--- config.mk ---
export PLATFORM = sky130hd
export DESIGN_NAME = rng_digits_hs_flat
export DESIGN_NICKNAME = d
export VERILOG_FILES = /design/src/rtl/rng_digits_hs_if.sv /design/src/rtl/rng_digits_hs.sv /design/src/flat_wrapper.sv
export SDC_FILE = /design/constraint.sdc
export NUM_CORES = 1
export LEC_CHECK = 0
export BUFFER_PORTS_ARGS = -buffer_cell sky130_fd_sc_hd__buf_2
export CAP_MARGIN = 40
export CORE_MARGIN = 2
export CORE_UTILIZATION = 30
export DETAILED_ROUTE_END_ITERATION = 10
export GPL_TIMING_DRIVEN = 1
export HOLD_SLACK_MARGIN = 0.15
export PLACE_DENSITY = 0.46
export SLEW_MARGIN = 20
export SYNTH_ARGS = -nofsm -noshare
export SYNTH_HDL_FRONTEND = slang
export SYNTH_SLANG_ARGS = --single-unit
--- constraint.sdc ---
create_clock -name clk -period 1.6 [get_ports clk]
set_input_delay 0.08 -clock clk [delete_from_list [all_inputs] [get_ports clk]]
set_output_delay 0.08 -clock clk [all_outputs]
set_load 0.01 [all_outputs]
--- src/rtl/rng_digits_hs_if.sv ---
// Handshake bundle between the game controller and the digit generator.
// The master side is the generator, which produces the code word and the status flags.
interface rng_digits_hs_if #(
  parameter int NUM_DIGITS = 4,
  parameter int DIGIT_W    = 4
);
  logic                          seed_en;
  logic                          reseed;
  logic                          req;
  logic                          out_ready;
  logic [NUM_DIGITS*DIGIT_W-1:0] digits;
  logic                          out_valid;
  logic                          busy;
  logic                          seeded;

  modport master (
    input  seed_en, reseed, req, out_ready,
    output digits, out_valid, busy, seeded
  );

  modport slave (
    output seed_en, reseed, req, out_ready,
    input  digits, out_valid, busy, seeded
  );
endinterface

--- src/rtl/rng_digits_hs.sv ---
// LFSR code-word generator with rejection-sampled digits; define RNG_UNIQUE_EN to force distinct digits.
// Latency is at least NUM_DIGITS FILL cycles; the word is held in VALID until out_ready, so backpressure only stalls.
module rng_digits_hs #(
  parameter int                LFSR_W       = 16,
  parameter logic [LFSR_W-1:0] TAPS         = 16'hB400,
  parameter logic [LFSR_W-1:0] SEED_DEFAULT = 16'hACE1,
  parameter int                NUM_DIGITS   = 4,
  parameter int                RADIX        = 10,
  parameter int                DIGIT_W      = 4
) (
  input  logic                  clk,
  input  logic                  rst,
  rng_digits_hs_if.master       bus
);

  localparam int SLOT_W = (NUM_DIGITS > 1) ? $clog2(NUM_DIGITS) : 1;
  localparam logic [DIGIT_W:0] RADIX_V = (DIGIT_W+1)'(RADIX);

`ifdef RNG_UNIQUE_EN
  if (NUM_DIGITS > RADIX) begin : g_unique_chk
    $error("rng_digits_hs: NUM_DIGITS exceeds RADIX, distinct digits impossible");
  end
`endif

  typedef enum logic [1:0] {IDLE, FILL, VALID} state_t;

  state_t                        state;
  state_t                        state_nxt;
  logic [LFSR_W-1:0]             lfsr;
  logic [LFSR_W-1:0]             seed_cnt;
  logic [NUM_DIGITS*DIGIT_W-1:0] digits_q;
  logic [SLOT_W-1:0]             slot;
  logic                          seeded_q;
  logic [DIGIT_W-1:0]            cand;
  logic                          in_range;
  logic                          cand_ok;
  logic                          last_slot;
  logic                          seed_load;

  assign cand      = lfsr[DIGIT_W-1:0];
  assign in_range  = {1'b0, cand} < RADIX_V;
  assign last_slot = (slot == SLOT_W'(NUM_DIGITS-1));

  // reseed has priority: a simultaneous seed_en must not re-arm and load in one go
  assign seed_load = (state == IDLE) && bus.seed_en && !seeded_q && !bus.reseed;

`ifdef RNG_UNIQUE_EN
  logic dup;
  always_comb begin
    dup = 1'b0;
    for (int k = 0; k < NUM_DIGITS; k++) begin
      if ((k < int'(slot)) && (digits_q[k*DIGIT_W +: DIGIT_W] == cand)) dup = 1'b1;
    end
  end
  assign cand_ok = in_range && !dup;
`else
  assign cand_ok = in_range;
`endif

  always_ff @(posedge clk or posedge rst) begin
    if (rst) state <= IDLE;
    else     state <= state_nxt;
  end

  always_comb begin
    state_nxt = state;
    case (state)
      IDLE:    if (bus.req) state_nxt = FILL;
      FILL:    if (cand_ok && last_slot) state_nxt = VALID;
      VALID:   if (bus.out_ready) state_nxt = bus.req ? FILL : IDLE;
      default: state_nxt = IDLE;
    endcase
  end

  always_ff @(posedge clk or posedge rst) begin
    if (rst) begin
      lfsr     <= SEED_DEFAULT;
      seed_cnt <= '0;
      seeded_q <= 1'b0;
      digits_q <= '0;
      slot     <= '0;
    end else begin
      seed_cnt <= seed_cnt + 1'b1;

      if (bus.reseed)     seeded_q <= 1'b0;
      else if (seed_load) seeded_q <= 1'b1;

      // an all-zero seed would lock the LFSR, so substitute the default
      if (seed_load)            lfsr <= (seed_cnt == '0) ? SEED_DEFAULT : seed_cnt;
      else if (state == FILL)   lfsr <= {lfsr[LFSR_W-2:0], ^(lfsr & TAPS)};

      if (state == FILL) begin
        if (cand_ok) begin
          digits_q[slot*DIGIT_W +: DIGIT_W] <= cand;
          slot                              <= slot + 1'b1;
        end
      end else begin
        slot <= '0;
      end
    end
  end

  assign bus.digits    = digits_q;
  assign bus.out_valid = (state == VALID);
  assign bus.busy      = (state == FILL);
  assign bus.seeded    = seeded_q;

endmodule

--- src/flat_wrapper.sv ---
// flat-port wrapper written by rule: the top's interface ports become plain ports
module rng_digits_hs_flat 
#(
  parameter int                LFSR_W       = 16,
  parameter logic [LFSR_W-1:0] TAPS         = 16'hB400,
  parameter logic [LFSR_W-1:0] SEED_DEFAULT = 16'hACE1,
  parameter int                NUM_DIGITS   = 4,
  parameter int                RADIX        = 10,
  parameter int                DIGIT_W      = 4
)
  (clk, rst, bus_seed_en, bus_reseed, bus_req, bus_out_ready, bus_digits, bus_out_valid, bus_busy, bus_seeded);
  rng_digits_hs_if #(.NUM_DIGITS(NUM_DIGITS), .DIGIT_W(DIGIT_W)) bus_i ();
  input  logic clk;
  input  logic rst;
  input wire logic [$bits(bus_i.seed_en)-1:0] bus_seed_en;
  input wire logic [$bits(bus_i.reseed)-1:0] bus_reseed;
  input wire logic [$bits(bus_i.req)-1:0] bus_req;
  input wire logic [$bits(bus_i.out_ready)-1:0] bus_out_ready;
  output wire logic [$bits(bus_i.digits)-1:0] bus_digits;
  output wire logic [$bits(bus_i.out_valid)-1:0] bus_out_valid;
  output wire logic [$bits(bus_i.busy)-1:0] bus_busy;
  output wire logic [$bits(bus_i.seeded)-1:0] bus_seeded;
  assign bus_i.seed_en = bus_seed_en;
  assign bus_i.reseed = bus_reseed;
  assign bus_i.req = bus_req;
  assign bus_i.out_ready = bus_out_ready;
  assign bus_digits = bus_i.digits;
  assign bus_out_valid = bus_i.out_valid;
  assign bus_busy = bus_i.busy;
  assign bus_seeded = bus_i.seeded;
  rng_digits_hs #(.LFSR_W(LFSR_W), .TAPS(TAPS), .SEED_DEFAULT(SEED_DEFAULT), .NUM_DIGITS(NUM_DIGITS), .RADIX(RADIX), .DIGIT_W(DIGIT_W)) u_core (.clk(clk), .rst(rst), .bus(bus_i));
endmodule
==> impl_metrics.json <==
{
  "timing.max_cap.violations": 0,
  "yosys_warnings": 0,
  "final_hold_slack_ns": 0.247,
  "maximum_number_of_pins_on_one_net_before_global_route_repair": 24,
  "synth_sequential_area_ratio_pct": 53.8,
  "synth.most_common_cell": "sky130_fd_sc_hd__nand2_1",
  "core.rowCount": 33,
  "place_inst": 389,
  "final.setup.tns_ns": 0,
  "insertion_delay_ns": 0.30,
  "finish.net_count": 313,
  "detail_route.drc_violations": 0,
  "worst_r2r_startpoint": "u_core.state[1]",
  "totalWireLength_um": 5420,
  "clk_pin_slew_worst_paths_ns": 0.09,
  "postSynth.asyncResetShare_pct": 100,
  "final.period_utilization_pct": 96.3,
  "worstMarginPinSlew_ns": 0.536,
  "detailed_place.area_sq_mm": 0.00290,
  "synthesis.nets": 256,
  "worst-r2r-setup-slack_ns": 0.06,
  "synth_top_area_cell": "sky130_fd_sc_hd__dfrtp_1",
  "initialDrtViolationCount": 65,
  "post_drt_wl_per_cell_um": 13.3,
  "tritoncts": "built",
  "gp_congestion": 0.783,
  "post-route-min-period_ns": 1.54,
  "horizontal_extent_of_the_die_um": 95.0,
  "io_buf_count": 24,
  "worstPathArrival_ns": 1.73,
  "die-height_um": 95.0,
  "worst_r2r_path_depth": 4,
  "critPathCapture": "u_core.lfsr[9]",
  "routed_via_density": 4.50,
  "final_max_slew_violation_count": 0,
  "coreArea_sq_mm": 0.00813,
  "worstPathRequired_ns": 1.79,
  "first_pass_iters": 4,
  "layout_cells_excl_fill": 406,
  "routed-via-count": 1829,
  "gr-total-overflow": 0,
  "final.setup.worst_slack_ns": 0.0591,
  "drive_above_1_share_pct": 29.9,
  "yosys_register_bits": 53,
  "synth_enable_flop_cells": 0,
  "final_antenna_net_count": 0,
  "syn-mean-instance-area_sq_um": 10.2,
  "design_area_sq_mm": 0.00313,
  "yosysTopAreaCellShare_pct": 45.4,
  "gr-usage-all-layers_pct": 13.1,
  "crit_path_end_kind": "flop",
  "grt_antenna_before_repair": 0,
  "slew-limit-headroom_pct": 64.2,
  "hpwl_detailed_um": 3780,
  "cts_buffers": 5,
  "floorplan.io_pins": 25,
  "setup.worst_path.start_class": "flop",
  "worst_setup_slack_after_placement_ns": -0.0803,
  "clockBufferDepth": 2,
  "syn2layout_area_growth_pct": 26.2,
  "synth.cell_area_sq_mm": 0.00248,
  "hold_class": "primary input to flop",
  "antenna_cells_inserted": 0,
  "cts_max_level": 2,
  "critical_path_class": "flop to flop",
  "netlist_top_cells_area": "sky130_fd_sc_hd__dfrtp_1 45%, sky130_fd_sc_hd__dfstp_2 8.5%, sky130_fd_sc_hd__nand2_1 7.7%, sky130_fd_sc_hd__xnor2_1 4.2%, sky130_fd_sc_hd__o21ai_0 3.6%",
  "power.leakage_nw": 1.50,
  "ir_drop_v": 0.000459,
  "fp.dieArea_sq_mm": 0.00902,
  "synth.distinct_cells": 38,
  "initial_core_util_pct": 30.5,
  "finish.utilization_pct": 38.5,
  "hold_viol_final": 0,
  "root_buffer": "sky130_fd_sc_hd__clkbuf_8",
  "wire_length_of_the_first_global_routing_pass_um": 9000,
  "total_power_mw": 4.94,
  "first_global_vias": 1791,
  "final-setup-viol-count": 0,
  "path_max_fanout": 6,
  "fmax_mhz": 649,
  "power_per_cell_area_mw_per_mm2": 1580,
  "regToRegEndpoint": "u_core.lfsr[9]",
  "post_synth_most_frequent_cells": "51 x sky130_fd_sc_hd__nand2_1, 45 x sky130_fd_sc_hd__dfrtp_1, 18 x sky130_fd_sc_hd__o21ai_0",
  "clock-skew-final_ns": 0.00609,
  "result_of_the_run": "finished, final reports clean",
  "syn_inst": 243,
  "clkSinkCount": 53,
  "crit_path_start": "u_core.state[1]",
  "yosys_most_used_dff": "sky130_fd_sc_hd__dfrtp_1"
}
where the power goes:
group / internal (mW) / switching, mW / leakage [nW]
registers: 1.81 / 0.272 / 0.674
logic: 0.944 / 1.09 / 0.773
clock network: 0.392 / 0.428 / 0.0542
total: 3.14 / 1.79 / 1.50
cells by family (layout without fill, tap and decap cells):
family,after synthesis,in the layout,share of synthesized area [%]
fa+ha+maj,7,7,3.53
flops,53,53,53.8
simple gates,99,101,19.4
buf+inv,19,75,3.68
mux,8,8,3.23
xor+xnor,18,18,6.35
compound gates,39,39,9.98
cells in the final DEF, fill, tap and decap left out, types with 2 or more instances in the layout:
cell / instances
sky130_fd_sc_hd__nor2_1: 14
sky130_fd_sc_hd__ha_1: 6
sky130_fd_sc_hd__and3_1: 2
sky130_fd_sc_hd__xor2_1: 6
sky130_fd_sc_hd__mux2i_1: 8
sky130_fd_sc_hd__a21oi_1: 3
sky130_fd_sc_hd__inv_1: 7
sky130_fd_sc_hd__nor3_1: 2
sky130_fd_sc_hd__dfrtp_1: 45
sky130_fd_sc_hd__xnor2_1: 12
sky130_fd_sc_hd__inv_2: 2
sky130_fd_sc_hd__o21ai_0: 15
sky130_fd_sc_hd__dlygate4sd3_1: 4
sky130_fd_sc_hd__nor4_2: 3
sky130_fd_sc_hd__o21ai_1: 3
sky130_fd_sc_hd__nand3_1: 10
sky130_fd_sc_hd__a31oi_1: 6
sky130_fd_sc_hd__buf_4: 27
sky130_fd_sc_hd__dfstp_2: 8
sky130_fd_sc_hd__buf_2: 24
sky130_fd_sc_hd__nand2_1: 51
sky130_fd_sc_hd__a2bb2oi_1: 7
sky130_fd_sc_hd__buf_12: 2
sky130_fd_sc_hd__clkbuf_8: 7
sky130_fd_sc_hd__nand4_1: 3
sky130_fd_sc_hd__or3_4: 3
per-layer routing:
metal	vias up	GRT usage [%]	wire, um
met2	24	22.2	2620
li1	942	-	-
met1	855	16.7	2600
met4	0	3.99	59
met5	-	0	0
met3	8	2.63	143
worst min path at each step:
stage | startpoint | end | slack (ns) | depth (start not counted)
6_report | bus_seed_en | u_core.bus.seeded | 0.25 | 3
4_1_cts | bus_seed_en | u_core.bus.seeded | 0.22 | 3
2_1_floorplan | bus_reseed | u_core.bus.seeded | 0.14 | 1
3_5_place_dp | rst | u_core.bus.digits[7] | 0.17 | 2
3_3_place_gp | rst | u_core.bus.digits[5] | 0.16 | 2
5_1_grt | bus_seed_en | u_core.bus.seeded | 0.25 | 3
repair_timing:
item,CTS,global route
pin swaps,1,5
gates resized for setup,3,14
cloned,1,1
setup buffers,0,3
setup endpoints to repair,10,19
endpoints found under the hold margin,24,0
hold buffers,4,0
sequential cells by signal (all words and copies together), names as in the netlist:
register,count
u_core.bus.digits,16
u_core.bus.seeded,1
u_core.lfsr,16
u_core.seed_cnt,16
u_core.slot,2
u_core.state,2
layout make-up:
cell class | instances | area [sq um]
fill | 811 | 5000
timing repair buffer | 57 | 403
multi-input combinational | 173 | 1120
sequential | 53 | 1340
clock inverter | 1 | 5.00
inverter | 10 | 40.0
clock buffer | 7 | 96.3
tap | 105 | 131
worst max-delay path, cell delays in order (launching register included):
cell and delay [ns]:
sky130_fd_sc_hd__dfrtp_1 0.42, sky130_fd_sc_hd__or3b_4 0.43, sky130_fd_sc_hd__or3_4 0.39, sky130_fd_sc_hd__nor2_1 0.13, sky130_fd_sc_hd__a31oi_1 0.05
(Power assumes the default switching activity.)
